===== src/rtl/snake_pkg.sv =====
// Shared types and constants for the snake position engine.
// Direction/state encodings, HID keycodes and the off-screen parking coordinate.
package snake_pkg;

  typedef enum logic [1:0] {UP, DOWN, LEFT, RIGHT} dir_t;
  typedef enum logic [1:0] {IDLE, RUN, DEAD} state_t;

  localparam logic [7:0] KEY_W     = 8'h1A;
  localparam logic [7:0] KEY_A     = 8'h04;
  localparam logic [7:0] KEY_S     = 8'h16;
  localparam logic [7:0] KEY_D     = 8'h07;
  localparam logic [7:0] KEY_SPACE = 8'h2C;

  localparam int unsigned PARK_POS = 1000;

  function automatic dir_t reverse_dir(dir_t d);
    dir_t r;
    case (d)
      UP:      r = DOWN;
      DOWN:    r = UP;
      LEFT:    r = RIGHT;
      default: r = LEFT;
    endcase
    return r;
  endfunction

endpackage


===== src/rtl/snake_body_frame_tick_gen.sv =====
// Turns the asynchronous vsync into a one-Clk move strobe every MOVE_DIV frames.
// The divider is held at zero whenever the game is not running.
module frame_tick_gen #(
  parameter int unsigned MOVE_DIV = 4
) (
  input  logic Clk,
  input  logic Reset_n,
  input  logic frame_clk,
  input  logic run,
  output logic step
);

  localparam int unsigned DivW = (MOVE_DIV > 1) ? $clog2(MOVE_DIV) : 1;
  localparam logic [DivW-1:0] DivLast = DivW'(MOVE_DIV - 1);

  logic            sync1_q, sync2_q, prev_q;
  logic            tick;
  logic [DivW-1:0] div_q;

  assign tick = sync2_q & ~prev_q;
  assign step = run & tick & (div_q == DivLast);

  always_ff @(posedge Clk or negedge Reset_n) begin
    if (!Reset_n) begin
      sync1_q <= 1'b0;
      sync2_q <= 1'b0;
      prev_q  <= 1'b0;
      div_q   <= '0;
    end else begin
      sync1_q <= frame_clk;
      sync2_q <= sync1_q;
      prev_q  <= sync2_q;
      if (!run) begin
        div_q <= '0;
      end else if (tick) begin
        div_q <= (div_q == DivLast) ? '0 : div_q + 1'b1;
      end
    end
  end

endmodule


===== src/rtl/snake_body.sv =====
// Snake head/body position engine: steering, stepping, growth and collision.
// Segment coordinates are registered and packed onto flat buses for the colour mapper.
module snake_body
  import snake_pkg::*;
#(
  parameter int unsigned MAX_SEGS  = 20,
  parameter int unsigned STEP      = 8,
  parameter int unsigned X_LO      = 4,
  parameter int unsigned X_HI      = 636,
  parameter int unsigned Y_LO      = 4,
  parameter int unsigned Y_HI      = 476,
  parameter int unsigned START_X   = 324,
  parameter int unsigned START_Y   = 244,
  parameter int unsigned START_LEN = 2,
  parameter int unsigned MOVE_DIV  = 4,
  parameter int unsigned PARK      = PARK_POS
) (
  input  logic                     Clk,
  input  logic                     Reset_n,
  input  logic                     frame_clk,
  input  logic [7:0]               keycode,
  input  logic [9:0]               food_x,
  input  logic [9:0]               food_y,
  output logic [10*MAX_SEGS-1:0]   seg_x,
  output logic [10*MAX_SEGS-1:0]   seg_y,
  output logic [4:0]               seg_len,
  output logic                     food_eaten,
  output logic                     game_over,
  output logic [4:0]               score
);

  localparam logic [9:0] StepV    = 10'(STEP);
  localparam logic [9:0] XLo      = 10'(X_LO);
  localparam logic [9:0] XHi      = 10'(X_HI);
  localparam logic [9:0] YLo      = 10'(Y_LO);
  localparam logic [9:0] YHi      = 10'(Y_HI);
  localparam logic [9:0] StartY   = 10'(START_Y);
  localparam logic [9:0] ParkV    = 10'(PARK);
  localparam logic [4:0] StartLen = 5'(START_LEN);
  localparam logic [4:0] MaxLen   = 5'(MAX_SEGS);

  state_t     state_q;
  dir_t       dir_q, pend_q;
  logic [9:0] sx_q [MAX_SEGS];
  logic [9:0] sy_q [MAX_SEGS];
  logic [4:0] len_q, score_q;
  logic       eaten_q, over_q;

  logic       run, step;
  logic       key_is_dir, key_ok;
  dir_t       key_dir;
  logic [9:0] nx, ny;
  logic       contact, grow, wall_hit, self_hit;
  logic [4:0] new_len;

  assign run = (state_q == RUN);

  frame_tick_gen #(
    .MOVE_DIV(MOVE_DIV)
  ) u_tick (
    .Clk      (Clk),
    .Reset_n  (Reset_n),
    .frame_clk(frame_clk),
    .run      (run),
    .step     (step)
  );

  function automatic logic [9:0] init_x(int unsigned i);
    return (i < START_LEN) ? 10'(START_X - i * STEP) : ParkV;
  endfunction

  function automatic logic [9:0] init_y(int unsigned i);
    return (i < START_LEN) ? StartY : ParkV;
  endfunction

  always_comb begin
    key_dir    = RIGHT;
    key_is_dir = 1'b1;
    case (keycode)
      KEY_W:   key_dir = UP;
      KEY_S:   key_dir = DOWN;
      KEY_A:   key_dir = LEFT;
      KEY_D:   key_dir = RIGHT;
      default: key_is_dir = 1'b0;
    endcase
  end

  assign key_ok = key_is_dir && (key_dir != reverse_dir(dir_q));

  // Next head uses pending_dir because dir takes it on this same step.
  always_comb begin
    nx = sx_q[0];
    ny = sy_q[0];
    case (pend_q)
      UP:      ny = sy_q[0] - StepV;
      DOWN:    ny = sy_q[0] + StepV;
      LEFT:    nx = sx_q[0] - StepV;
      default: nx = sx_q[0] + StepV;
    endcase
    contact  = (nx == food_x) && (ny == food_y);
    grow     = contact && (len_q < MaxLen);
    wall_hit = (nx < XLo) || (nx > XHi) || (ny < YLo) || (ny > YHi);
    new_len  = grow ? len_q + 5'd1 : len_q;
    self_hit = 1'b0;
    // The tail cell only counts when growing, since otherwise it is vacated.
    for (int i = 1; i < int'(MAX_SEGS); i++) begin
      if ((sx_q[i] == nx) && (sy_q[i] == ny) &&
          ((i <= int'(len_q) - 2) || (grow && (i == int'(len_q) - 1)))) begin
        self_hit = 1'b1;
      end
    end
  end

  always_ff @(posedge Clk or negedge Reset_n) begin
    if (!Reset_n) begin
      state_q <= IDLE;
      dir_q   <= RIGHT;
      pend_q  <= RIGHT;
      len_q   <= StartLen;
      score_q <= '0;
      eaten_q <= 1'b0;
      over_q  <= 1'b0;
      for (int i = 0; i < int'(MAX_SEGS); i++) begin
        sx_q[i] <= init_x(i);
        sy_q[i] <= init_y(i);
      end
    end else begin
      eaten_q <= 1'b0;
      case (state_q)
        IDLE: begin
          if (key_is_dir) begin
            state_q <= RUN;
            if (key_ok) pend_q <= key_dir;
          end
        end
        RUN: begin
          if (step) begin
            dir_q <= pend_q;
            if (wall_hit || self_hit) begin
              state_q <= DEAD;
              over_q  <= 1'b1;
            end else begin
              sx_q[0] <= nx;
              sy_q[0] <= ny;
              for (int i = 1; i < int'(MAX_SEGS); i++) begin
                sx_q[i] <= (i < int'(new_len)) ? sx_q[i-1] : ParkV;
                sy_q[i] <= (i < int'(new_len)) ? sy_q[i-1] : ParkV;
              end
              len_q   <= new_len;
              score_q <= new_len - StartLen;
              eaten_q <= contact;
            end
          end else if (key_ok) begin
            pend_q <= key_dir;
          end
        end
        DEAD: begin
          if (keycode == KEY_SPACE) begin
            state_q <= IDLE;
            dir_q   <= RIGHT;
            pend_q  <= RIGHT;
            len_q   <= StartLen;
            score_q <= '0;
            over_q  <= 1'b0;
            for (int i = 0; i < int'(MAX_SEGS); i++) begin
              sx_q[i] <= init_x(i);
              sy_q[i] <= init_y(i);
            end
          end
        end
        default: state_q <= IDLE;
      endcase
    end
  end

  for (genvar g = 0; g < int'(MAX_SEGS); g++) begin : g_pack
    assign seg_x[10*g +: 10] = sx_q[g];
    assign seg_y[10*g +: 10] = sy_q[g];
  end

  assign seg_len    = len_q;
  assign score      = score_q;
  assign food_eaten = eaten_q;
  assign game_over  = over_q;

endmodule


===== config.mk =====
export PLATFORM = sky130hd
export DESIGN_NAME = snake_body
export DESIGN_NICKNAME = d
export VERILOG_FILES = /design/src/rtl/snake_pkg.sv /design/src/rtl/snake_body_frame_tick_gen.sv /design/src/rtl/snake_body.sv
export SDC_FILE = /design/constraint.sdc
export NUM_CORES = 1
export LEC_CHECK = 0
export BUFFER_PORTS_ARGS = -buffer_cell sky130_fd_sc_hd__buf_2
export CELL_PAD_IN_SITES_DETAIL_PLACEMENT = 2
export CELL_PAD_IN_SITES_GLOBAL_PLACEMENT = 2
export CORE_MARGIN = 2
export CORE_UTILIZATION = 34
export CTS_CLUSTER_SIZE = 16
export DETAILED_ROUTE_END_ITERATION = 10
export MAX_ROUTING_LAYER = met4
export PLACE_DENSITY_LB_ADDON = 0.1
export SYNTH_ARGS = -nofsm -noshare
export SYNTH_HDL_FRONTEND = slang
export SYNTH_SLANG_ARGS = --single-unit
export TNS_END_PERCENT = 100

===== constraint.sdc =====
create_clock -name Clk -period 8 [get_ports Clk]
set_input_delay 1.6 -clock Clk [delete_from_list [all_inputs] [get_ports Clk]]
set_output_delay 1.6 -clock Clk [all_outputs]
set_load 0.005 [all_outputs]

# Word-level counts from Yosys, hierarchy flattened
# Cells that the tools add are included.
# word_totals
ff_bits	423
in_bits	31
out_inout_bits	412
word_cells	382
# op_classes
addsub	9
order_cmp	43
n_eq_ne	79
muxes	101
bitwise	4
reduce_logical	95
# ops
operator	n
two-way mux 200 bit	6
one-hot mux 200 bit (2 select lines)	2
== test 10 bit	40
two-way mux 10 bit	38
logical AND 1 bit	60
== test 5 x 6 -> 1 bit, first input constant	8
<= comparator 5 x 6 -> 1 bit, first input constant	8
less-than comparator 4 x 5 -> 1 bit, first input constant	8
one-hot mux 10 bit (2 select lines)	2
two-way mux 5 bit	7
two-way mux 1 bit	26
== test 4 x 6 -> 1 bit, first input constant	4
== test 6 bit, first input constant	4
<= comparator 4 x 6 -> 1 bit, first input constant	4
<= comparator 6 bit, first input constant	4
two-way mux 2 bit	12
one-hot mux 2 bit (3 select lines)	4
logical OR 1 bit	23
adder 10 x 4 -> 10 bit, second input constant	2
less-than comparator 10 x 3 -> 1 bit, second input constant	2
less-than comparator 3 x 5 -> 1 bit, first input constant	4
less-than comparator 5 bit, first input constant	4
one-hot mux 5 bit (2 select lines)	2
subtractor 10 x 4 -> 10 bit, second input constant	2
other kinds (32)	55

# Logic depth before layout (Yosys ltp)
# logic_depth
word_depth	32
mapped_depth	24
mapped_depth_nobuf	21

# Modules after synthesis
# A second synthesis with hierarchy kept.
# unflattened
cells_unflattened	2333
hier_area_um2	21673.3
# modules_own_cells
module	n_inst	cells_each	area_each_um2	seq_area_each_um2
snake_body	1	2319	21478.1	8704.6
frame_tick_gen	1	14	195.2	125.1

# Least setup slack after synthesis
# OpenSTA, ideal clock, no wires.
# synth_timing
path_type	flip-flop to flip-flop
startpoint	reg sy_q (netlist bit seg_y[3])
endpoint	reg sx_q (netlist bit seg_x[89])
setup_ns	0.075
t_arrival_ns	5.686
required_ns	7.925
slack_ns	2.239
path_stages_with_launch	21
path_buffers	3
synth_period_minus_slack_ns	5.761
cell_sequence	dfrtp_1 buf_2 buf_1 inv_1 fa_1 nand3b_1 and4_1 or4_1 a221oi_1 nand2_1 clkbuf_1 nor4_1 xnor2_1 ha_1 clkinv_1 o41a_1 a21boi_2 o21ai_1 nand2_1 nor2_1 mux2i_1
# synth_via
elab_chain_len	30
elab_cells_between_ends	133
cone_classes	2 x add/sub; 3 x order compare; 21 x eq/ne; 25 x mux; 82 x reduce/logical
# synth_rtl
element	line_no	rtl
from (decl)	snake_body.sv:45	logic [9:0] sy_q [MAX_SEGS];
from (signal, indexed assignment)	snake_body.sv:125	sy_q[i] <= init_y(i);
from (signal, indexed assignment)	snake_body.sv:147	sy_q[i] <= (i < int'(new_len)) ? sy_q[i-1] : ParkV;
from (signal, indexed assignment)	snake_body.sv:167	sy_q[i] <= init_y(i);
adder 10 x 4 -> 10 bit or subtractor 10 x 4 -> 10 bit (tied branches)	snake_body.sv:96, snake_body.sv:95	
one-hot mux 10 bit (2 select lines) (*)	snake_body.sv:94	case (pend_q)
== test 10 bit	snake_body.sv:100	contact = (nx == food_x) && (ny == food_y);
logical AND 1 bit	snake_body.sv:100	
logical AND 1 bit	snake_body.sv:101	grow = contact && (len_q < MaxLen);
logical AND 1 bit	snake_body.sv:108	((i <= int'(len_q) - 2) || (grow && (i == int'(len_q) - 1)))) begin
logical OR 1 bit	snake_body.sv:108	
logical AND 1 bit	snake_body.sv:107	if ((sx_q[i] == nx) && (sy_q[i] == ny) &&
two-way mux 1 bit (19 in series)	snake_body.sv:107	
logical OR 1 bit	snake_body.sv:139	if (wall_hit || self_hit) begin
inequality test 2 bit (no source line)	n/a	
AND reduction 4 bit (no source line)	n/a	
to (signal, indexed assignment)	snake_body.sv:124	sx_q[i] <= init_x(i);
to (signal, indexed assignment)	snake_body.sv:146	sx_q[i] <= (i < int'(new_len)) ? sx_q[i-1] : ParkV;
to (signal, indexed assignment)	snake_body.sv:166	sx_q[i] <= init_x(i);
to (decl)	snake_body.sv:44	logic [9:0] sx_q [MAX_SEGS];
# Every way passes the cells marked *; elsewhere a longest branch is shown, timed or not. The select of a mux whose other input is x is not followed.
# A chain may end at the register's enable or synchronous reset.

# Worst setup path after layout
# layout_timing
startpoint	reg pend_q[0]
endpoint	reg sy_q (netlist bit seg_y[87])
# layout_via
elab_chain_len	31
elab_cells_between_ends	159
cone_classes	5 x order compare; 43 x eq/ne; 26 x mux; 85 x reduce/logical
# layout_rtl
element	line_no	rtl
from (decl)	snake_body.sv:43	dir_t dir_q, pend_q;
from (signal assigned)	snake_body.sv:133	if (key_ok) pend_q <= key_dir;
from (signal assigned)	snake_body.sv:154	pend_q <= key_dir;
== test 2 x 1 -> 1 bit or zero test 2 bit (tied branches)	snake_body.sv:94	
OR reduction 2 bit (no source line)	n/a	
one-hot mux 10 bit (2 select lines)	snake_body.sv:94	
== test 10 bit	snake_body.sv:100	
logical AND 1 bit	snake_body.sv:100	
logical AND 1 bit	snake_body.sv:101	
logical AND 1 bit	snake_body.sv:108	
logical OR 1 bit	snake_body.sv:108	
logical AND 1 bit	snake_body.sv:107	
two-way mux 1 bit (19 in series)	snake_body.sv:107	
logical OR 1 bit	snake_body.sv:139	
inequality test 2 bit (no source line)	n/a	
AND reduction 4 bit (no source line)	n/a	
# Several ways; a longest one is shown, not always the timed one. The select of a mux whose other input is x is not followed.

==> impl.org <==
** Outcome
- Outcome :: finished, final reports clean

** Clocking
- Clock-pin slew on the worst setup and hold paths :: 0.06 ns
- After clock tree synthesis, the setup repair step added 0 buffers.
- TritonCTS sink count :: 341
- In this run the deepest clock path goes through 3 buffers.
- In this run, post-CTS repair resized a total of 0 instances.
- The number of clock buffers added by TritonCTS is 45.
- Clock tree from TritonCTS :: done
- Master cell of the clock root buffer :: sky130_fd_sc_hd__clkbuf_16
- For this design, the CTS-stage hold fixing added 0 buffers.
- H-tree level count :: 2
- Later-pin clock latency in the skew report :: 0.60 ns

** Synth
- In this run, distinct cell masters in the synthesized netlist total 96.
- In the synthesized netlist, the number of instances is 2,494.
- After synthesis the netlist holds a flip-flop and latch count of 341.
- Post-synth top area cell :: sky130_fd_sc_hd__dfstp_2
- Share of synthesized area occupied by flip-flops and latches :: 38.65%
- For this run, the leading register cell type out of synthesis is sky130_fd_sc_hd__dfstp_2.
- Post-synthesis async set-or-reset flop share :: 100.0%
- Number of enable-type register cells in the synthesized netlist :: 0
- Leading post-synthesis cells by instance count :: sky130_fd_sc_hd__nor2_1, sky130_fd_sc_hd__mux2i_1, sky130_fd_sc_hd__dfstp_2
- During synthesis, Yosys emitted a total of 0 warnings.
- In this run the cell area of the synthesized design comes to 22,840 µm².
- Top cell type's share of synthesized area :: 27.26%
- Each instance of the synthesized netlist takes up on average 9.159 µm².
- Most frequently used cell type in the post-synthesis netlist :: sky130_fd_sc_hd__nor2_1
- Largest cells by area after synthesis :: sky130_fd_sc_hd__dfstp_2, sky130_fd_sc_hd__mux2i_1, sky130_fd_sc_hd__dfrtp_1

** Route
- Before antenna repair, the detailed router went through 5 iterations.
- Wires add up to 112,800 µm.
- Average wire per standard cell :: 30.45 µm
- The first routing iteration left 1,690 violations.
- Antenna-violating nets left :: 0
- For this run, design rule violations remaining after detail routing come to 0.
- Number of vias after detailed routing :: 21,290
- In the routed layout, each cell is associated on average with a via count of 5.749.

** GRT
- Aggregate global routing overflow :: 0
- Number of antenna violations at the first check in global routing :: 5
- Wire length of the first global-routing pass :: 165,700 µm
- Global routing used 33.08% of the available tracks.
- The number of global-route vias before repair is 22,780.
- Largest net degree at the start of global routing :: 142

** Timing
- Sum Neg Setup Slack :: 0 ns
- Count of endpoints failing hold in the final timing report :: 0
- Static timing analysis puts the maximum clock frequency at 143.7 MHz.
- Hold slack final :: 0.3478 ns
- Finish-stage setup viols :: 0
- Transition time at the pin with the least slew margin :: 1.414 ns
- Measured against its own limit, the worst slew margin works out to 5.129%.
- Unrepaired setup endpoints after global routing :: false
- Clock skew after layout :: 0.01439 ns
- The count of final max-slew check failures is 0.
- In the finished design, the share of the clock period the worst path needs comes to 86.98%.
- Minimum clock period :: 6.959 ns

** Floorplanning
- Full die area :: 69,270 µm²
- Die outline height :: 263.2 µm
- Number of rows in the core area :: 95
- The floorplan step set the die width to 263.2 µm.
- The region available for standard cell placement spans 66,800 µm².
- The initial utilization of the core area, before any placement, comes to 34.20%.
- IO Count :: 443

** Power
- VDD sags by at most 0.1568 mV.
- In this run the static leakage power is 13.83 nW.
- The completed layout was analyzed and its total power is 10.06 mW.
- Power per cell area :: 373.8 nW/µm²

** Critical path
- Worst Path Required :: 8.51 ns
- CP endpoint kind :: register
- Worst stage delay on the critical path :: 0.75 ns
- Data on the critical path arrives at its endpoint at 7.47 ns.
- The setup check on the worst reg-to-reg path leaves a slack of 1.04 ns.
- The number of buffers and inverters on the critical path is 2.
- Cells traversed along the worst timing path :: nand2_1 -> ha_1 -> xor2_2 -> mux2_2 -> a2111oi_0 -> o2111ai_1 -> or4_1 -> nor3_1 -> o21ai_0 -> inv_1 -> ha_1 -> clkinv_1 -> o41a_1 -> a21boi_2 -> o21ai_1 -> nand2_1 -> nor2_1 -> mux2i_1
- The endpoint identified for the worst register-to-register timing path is seg_y[87].
- Type of element launching the critical path :: register
- Reg2reg path depth :: 18
- Family with the most delay on the worst path :: compound AO/OA/AOI/OAI gates
- Slowest stage cell, crit path :: sky130_fd_sc_hd__dfstp_2
- In this run the critical register-to-register path is launched from pend_q[0].
- Critical Path Fanout Max :: 21
- Startpoint-to-endpoint class of the critical path :: register to register

** Worst hold path
- For hold timing, the worst endpoint is u_tick.sync2_q.
- Worst hold-check path type :: register to register
- Counting instances, the worst hold path has a depth of 0.
- Worst Min Path Start :: u_tick.sync1_q

** Placed design
- Detailed placement finished with a half-perimeter wire length of 81,400 µm.
- At the end of routability-driven placement, the weighted congestion stood at 0.9205.
- During placement, the flow inserted port buffers numbering 438.

** Layout
- Syn-to-layout area delta :: 17.85%
- Fillers :: 7,387
- Proportion of layout cells with a drive suffix above 1 :: 30.68%
- After the last flow step, the layout net total stands at 2,853.

** Job
- Max-cap violations in this run came to 0.
==> area by class of cell <==
type                    count  area [µm²]  area share, %
inverters                  33       123.9         0.4601
diodes                      1       2.502       0.009295
clock buffers              75        1441          5.354
repair buffers            512        2858          10.62
multi-input cells        1862       12490          46.38
clock inverters             6       86.33         0.3207
flip-flops and latches    341        8830          32.80
well taps                 873        1092          4.057
==> sequential cells by signal, summed over array words and instances (netlist names) <==
| name | flops |
|---|---|
| seg_x | 179 |
| seg_y | 140 |
| seg_len | 5 |
| score | 4 |
| dir_q | 2 |
| pend_q | 2 |
| state_q | 2 |
| u_tick.div_q | 2 |
| food_eaten | 1 |
| game_over | 1 |
| u_tick.prev_q | 1 |
| u_tick.sync1_q | 1 |
| u_tick.sync2_q | 1 |
==> metal layers <==
metal	wire [µm]	GRT usage [%]	vias up
met5	0	-	-
met4	2593	8.201	0
met3	5550	3.938	142
met2	53840	52.77	635
met1	50790	44.77	11400
li1	-	-	9117
==> layout by cell type, fill, tap and decap left out, types with 25 or more instances in the layout <==
| cell type | synthesis | layout |
|---|---|---|
| sky130_fd_sc_hd__buf_2 | 41 | 437 |
| sky130_fd_sc_hd__nor2_1 | 422 | 422 |
| sky130_fd_sc_hd__mux2i_1 | 263 | 262 |
| sky130_fd_sc_hd__dfstp_2 | 237 | 237 |
| sky130_fd_sc_hd__nand2_1 | 200 | 198 |
| sky130_fd_sc_hd__xor2_1 | 176 | 174 |
| sky130_fd_sc_hd__xnor2_1 | 141 | 138 |
| sky130_fd_sc_hd__dfrtp_1 | 104 | 104 |
| sky130_fd_sc_hd__nor4_1 | 86 | 86 |
| sky130_fd_sc_hd__a21oi_1 | 69 | 69 |
| sky130_fd_sc_hd__buf_4 | 107 | 66 |
| sky130_fd_sc_hd__nor3_1 | 61 | 61 |
| sky130_fd_sc_hd__o21ai_0 | 50 | 49 |
| sky130_fd_sc_hd__clkbuf_16 | 0 | 47 |
| sky130_fd_sc_hd__nand4_1 | 43 | 43 |
| sky130_fd_sc_hd__nand3_1 | 35 | 35 |
| sky130_fd_sc_hd__inv_1 | 31 | 31 |
| sky130_fd_sc_hd__ha_1 | 26 | 26 |
| sky130_fd_sc_hd__nand2b_1 | 25 | 25 |
==> worst reg2reg max path: stages, from the launching register on <==
cell                        delay, ns
sky130_fd_sc_hd__dfstp_2         0.75
sky130_fd_sc_hd__nand2_1         0.32
sky130_fd_sc_hd__ha_1            0.47
sky130_fd_sc_hd__xor2_2          0.22
sky130_fd_sc_hd__mux2_2          0.35
sky130_fd_sc_hd__a2111oi_0       0.45
sky130_fd_sc_hd__o2111ai_1       0.21
sky130_fd_sc_hd__or4_1           0.59
sky130_fd_sc_hd__nor3_1          0.39
sky130_fd_sc_hd__o21ai_0         0.34
sky130_fd_sc_hd__inv_1           0.23
sky130_fd_sc_hd__ha_1            0.27
sky130_fd_sc_hd__clkinv_1        0.34
sky130_fd_sc_hd__o41a_1          0.25
sky130_fd_sc_hd__a21boi_2        0.60
sky130_fd_sc_hd__o21ai_1         0.36
sky130_fd_sc_hd__nand2_1         0.46
sky130_fd_sc_hd__nor2_1          0.10
sky130_fd_sc_hd__mux2i_1         0.17
==> report_power, final <==
group          internal (mW)  leakage (nW)  switching, mW
Sequential              2.59          3.89          0.961
Combinational           1.75          9.19           2.64
Clock                   1.28         0.749          0.841
Total                   5.62          13.8           4.44
==> per-stage QoR <==
| step | instances | area (µm²) | util (%) | setup WS (ns) |
|---|---|---|---|---|
| after floorplan | 2497 | 22850 | - | 2.239 |
| after global placement | 3621 | 25390 | 38.01 | 1.339 |
| after detailed placement | 3621 | 25390 | 38.01 | 1.215 |
| after CTS | 3702 | 26920 | 40.30 | 1.195 |
| after global routing | 3702 | 26920 | 40.30 | 0.6604 |
| final | 3703 | 26920 | 40.30 | 1.041 |
==> worst max-delay path by stage <==
stage                     startpoint         end  cells past startpoint
after floorplan             seg_y[3]   seg_x[89]                     20
after global placement     pend_q[0]  state_q[0]                     17
after detailed placement   food_y[5]   seg_y[87]                     17
after CTS                  pend_q[0]   seg_y[87]                     19
after global routing       pend_q[0]   seg_y[87]                     19
final                      pend_q[0]   seg_y[87]                     18
==> cell families after synthesis <==
| kind of cell | share of synthesized area [%] |
|---|---|
| flip-flops | 38.65 |
| XOR/XNOR | 13.24 |
| other | 0.01642 |
| buffers and inverters | 7.142 |
| adder cells (fa/ha/maj) | 1.512 |
| AO/OA/AOI/OAI | 8.671 |
| multiplexers | 11.78 |
| AND/OR/NAND/NOR | 18.98 |
Power figures use the tool's default switching activity.
